[src/rtl/alu_seq.sv]
// alu_seq: sequential front-end for an external 16-bit ALU; multi-bit shifts iterate 1-bit ALU shifts.
// Condition codes are enabled by defining ALU_SEQ_CC_EN; otherwise cc_n/cc_z/cc_p are tied to 0.
module alu_seq #(
    parameter int SHAMT_W = 4
) (
    input  logic               clk,
    input  logic               rst,
    input  logic               req_valid,
    output logic               req_ready,
    input  logic [2:0]         req_op,
    input  logic [15:0]        req_a,
    input  logic [15:0]        req_b,
    input  logic [SHAMT_W-1:0] req_shamt,
    output logic [15:0]        alu_in1,
    output logic [15:0]        alu_in2,
    output logic [2:0]         alu_op,
    input  logic [15:0]        alu_out,
    input  logic               alu_zero,
    input  logic               alu_negative,
    output logic               rsp_valid,
    input  logic               rsp_ready,
    output logic [15:0]        rsp_data,
    output logic               cc_n,
    output logic               cc_z,
    output logic               cc_p,
    output logic               busy
);
    typedef enum logic [1:0] {IDLE, EXEC, SHIFT, RESP} state_t;
    state_t              r_state;
    logic [2:0]          r_op;
    logic [15:0]         r_a;
    logic [15:0]         r_b;
    logic [15:0]         r_work;
    logic [15:0]         r_rsp_data;
    logic [SHAMT_W-1:0]  r_cnt;
    logic                w_req_shift;
    logic                w_op_shift;
    logic                w_cap;

    assign w_req_shift = (req_op == 3'd4 || req_op == 3'd5) && req_shamt != '0;
    assign w_op_shift  = r_op == 3'd4 || r_op == 3'd5;
    // final-capture edge: end of EXEC or the last iteration of SHIFT
    assign w_cap       = r_state == EXEC || (r_state == SHIFT && r_cnt == SHAMT_W'(1));
    assign req_ready   = r_state == IDLE;
    assign rsp_valid   = r_state == RESP;
    assign busy        = r_state != IDLE;
    assign rsp_data    = r_rsp_data;

    always_comb begin
        alu_in1 = r_state == EXEC ? r_a : r_state == SHIFT ? r_work : 16'h0000;
        alu_in2 = r_state == EXEC ? r_b : 16'h0000;
        alu_op  = r_state == EXEC ? (w_op_shift ? 3'd7 : r_op) : r_state == SHIFT ? r_op : 3'd6;
    end

    always_ff @(posedge clk or posedge rst) begin
        if (rst) begin
            r_state    <= IDLE;
            r_op       <= '0;
            r_a        <= '0;
            r_b        <= '0;
            r_work     <= '0;
            r_cnt      <= '0;
            r_rsp_data <= '0;
        end else begin
            if (w_cap) r_rsp_data <= alu_out;
            case (r_state)
                IDLE: if (req_valid) begin
                    r_op    <= req_op;
                    r_a     <= req_a;
                    r_b     <= req_b;
                    r_work  <= req_a;
                    r_cnt   <= req_shamt;
                    r_state <= w_req_shift ? SHIFT : EXEC;
                end
                EXEC: r_state <= RESP;
                SHIFT: begin
                    r_work <= alu_out;
                    r_cnt  <= r_cnt - SHAMT_W'(1);
                    if (r_cnt == SHAMT_W'(1)) r_state <= RESP;
                end
                default: if (rsp_ready) r_state <= IDLE;
            endcase
        end
    end

`ifdef ALU_SEQ_CC_EN
    always_ff @(posedge clk or posedge rst) begin
        if (rst) {cc_n, cc_z, cc_p} <= 3'b010;
        else if (w_cap) {cc_n, cc_z, cc_p} <= {alu_negative, alu_zero, !alu_negative && !alu_zero};
    end
`else
    logic w_unused_flags;
    assign w_unused_flags = alu_negative ^ alu_zero;
    assign {cc_n, cc_z, cc_p} = 3'b000;
`endif
endmodule

[config.mk]
export PLATFORM = sky130hd
export DESIGN_NAME = alu_seq
export DESIGN_NICKNAME = d
export VERILOG_FILES = /design/src/rtl/alu_seq.sv
export SDC_FILE = /design/constraint.sdc
export NUM_CORES = 1
export LEC_CHECK = 0
export ABC_CLOCK_PERIOD_IN_PS = 2800
export CAP_MARGIN = 20
export CORE_MARGIN = 8
export CORE_UTILIZATION = 45
export CTS_CLUSTER_DIAMETER = 60
export CTS_CLUSTER_SIZE = 40
export DETAILED_ROUTE_END_ITERATION = 6
export PLACE_DENSITY_LB_ADDON = 0.15
export SYNTH_ARGS = -nofsm -noshare
export SYNTH_HDL_FRONTEND = slang
export SYNTH_SLANG_ARGS = --single-unit
[constraint.sdc]
create_clock -name clk -period 2.8 [get_ports clk]
set_input_delay 0.28 -clock clk [delete_from_list [all_inputs] [get_ports clk]]
set_output_delay 0.28 -clock clk [all_outputs]
set_load 0.02 [all_outputs]
==> results.md <==
- Final Routed Wirelength: 8270 µm
- Post-route setup TNS: 0 ns
- Setup WS pre-CTS: 0.588 ns
- Most frequent cells in the layout: clkdlybuf4s50_1 (112), dfrtp_1 (73), mux2_2 (51), nand2_1 (30), o21ai_0 (26)
- Total grt overflow: 0
- Clk root buf: clkbuf_8
- RD Place Congestion: 0.752
- GRT Resource Usage Total: 0.158
- Initial antenna violation count: 0
- Slew Viols, Final: 0
- Setup ws final: 0.261 ns
- Clock Pin Slew Worst Setup and Hold Paths: 0.07 ns
- Reg2Reg Depth: 6
- Post-synthesis instance total: 291
- Final Instance Count excl. Fillers: 511
- Initial Utilization: 0.456
- HP Class: primary input to async pin
- Area Growth Syn to Fin: 42.0%
- Power density over the cells: 1220 nW/µm²
- Routed Antenna Nets: 0
- Die Footprint: 10,700 µm²
- Initial DRC count: 91
- Drt first pass iters: 4
- Slew @ Worst Pin: ~0.71 ns
- Core Region: 7570 µm²
- Number of max-cap violations: 0
- Fin crit period: 2.54 ns
- Clock sinks: 73
- Post-CTS setup buffers: 0
- Max IR drop VDD: 0.000625 V
- Total power draw: 5.97 mW
- CP startpoint kind: flip-flop
- Post-DR wirelength/cell: 16.2 µm
- Number of I/O pins: roughly 120
- Clock Latency Late Sink: 0.33 ns
- P_leak: 2.06 nW
- Hpwl dp: 6030 µm
- Syn Std Cell Area: around 3400 µm²
- Num CTS Buffers: 9
- Htree depth: 3
- # DRC: 0
- Relative slew slack: 0.523
- Placed insts: between 400 and 500
- Critical Path Fanout Max: 22
- Main area contributors after synthesis: dfrtp_1 (53%), mux2_2 (17%), mux2i_1 (5.5%)
- Register area share after synthesis: 0.530
- Largest net degree at the start of global routing: between 40 and 50
- Clk_skew: 0.00957 ns
- Final period util: 0.907
- Area fraction of the dominant cell type after synthesis: 0.530
- Die Height: 104 µm
- Post-synthesis register bit count: 73
- Total number of vias: 2,524
- Commonest non-fill, non-tap cell in the layout: clkdlybuf4s50_1
- Outcome: complete, no violations
- Die Span X: 104 µm
- Avg Cell Area, Syn: about 12 µm²
- Setup violators final: 0
- Critical path arrival: around 2.3 ns
- Vias per Instance: 4.94
- IO Port Bufs: 112
- RSZ-0062 raised after global routing: no
- Site row count: 32
- Hold_buf cts: 0
- CTS Buffer Depth: 2
- Final hold violation count: 0
- Achievable Freq: 394 MHz
- Layout Nets: about 470
- Worst setup EP type: output port
- Synth area leader: dfrtp_1
- Clock tree from TritonCTS: built
- Vias in the first global route: 2,801
- Req. time, crit path: 2.52 ns
- Yosys cell types: 33
- First-pass GRT wire length: 13,900 µm
- Share of cells above drive strength 1: 0.200
- Antenna fix cells: 0
- Setup Crit Path Kind: flip-flop to output port
- Post_cts resized: 0
- Synthesis Warnings: 0
[layer usage]
layer	track usage	vias to the layer above	share of wire	wire length, µm
met5	0	-	0	0
met1	0.190	1207	0.45	3700
met4	0.0525	0	0.0083	69
met2	0.262	75	0.48	4000
li1	-	1235	-	-
met3	0.0502	7	0.061	506
[cell usage after synthesis]
library cell	number
o21ai_0	26
mux2i_1	19
inv_1	8
clkbuf_1	7
nand2_2	1
buf_6	1
nor3b_2	1
nor2b_1	1
a22o_1	11
a2bb2oi_1	1
or4_4	1
a31oi_1	1
nor4bb_1	1
nand4_1	2
a21oi_2	1
dfrtp_1	73
buf_2	9
or3_1	2
o22a_1	1
nand2_1	30
nor3b_1	1
or4_1	1
nand3_1	1
mux2_2	51
conb_1	1
ha_1	6
a21oi_1	4
o21ai_1	1
buf_4	5
nor2_1	4
o21bai_1	2
a211o_1	1
and2_1	16
[stage by stage]
step / utilization / instance area [µm²] / hold WS (ns)
2_1_floorplan: - / 3450 / 0.430
3_3_place_gp: 0.619 / 4690 / 0.463
3_5_place_dp: 0.619 / 4690 / 0.471
4_1_cts: 0.647 / 4890 / 0.396
5_1_grt: 0.647 / 4890 / 0.450
6_report: 0.647 / 4890 / 0.383
[flip-flops by register name (all words and copies together) (netlist names)]
register and flops:
rsp_data 16, r_b 16, r_a 16, r_cnt 4, r_work 16, r_op 3
r_state 2
[worst max-delay path, stage by stage (launching register included)]
cell and delay (ns):
dfrtp_1 0.40, inv_1 0.10, ha_1 0.17, buf_4 0.26, nor2_1 0.09, buf_4 0.17
a22o_1 0.21, clkdlybuf4s50_1 0.54
[power breakdown]
part / switching, mW / total (mW) / internal, mW
sequential: 0.272 / 1.88 / 1.60
clock: 0.370 / 0.855 / 0.485
combinational: 1.59 / 3.24 / 1.65
total: 2.24 / 5.97 / 3.74
[area by class of cell]
type                    instances  area (µm²)
clock buffers                  14         173
clock inverters                 2        35.0
fillers                       641        2670
inverters                       8        30.0
multi-input cells             190        1490
flip-flops and latches         73        1830
well taps                     102         128
repair buffers                122        1210
[worst paths after layout]
kind | startpoint | to | slack (ns)
max in group asynchronous | rst | r_b[2] | 1.73
worst min-delay path | rst | r_b[14] | 0.38
worst min register to register | r_work[2] | r_work[2] | 0.48
min in group clk | r_work[2] | r_work[2] | 0.48
worst max register to register | r_state[0] | r_cnt[2] | 0.65
worst max-delay path | r_state[1] | alu_in1[10] | 0.26
[cells by family after synthesis]
family	count (synthesis)	share of synthesized area
other cells	1	0.00109
mux	70	0.222
simple gates	62	0.0926
fa+ha+maj	6	0.0218
compound gates	49	0.0893
flops	73	0.530
buf+inv	30	0.0436
(Power assumes the default switching activity.)
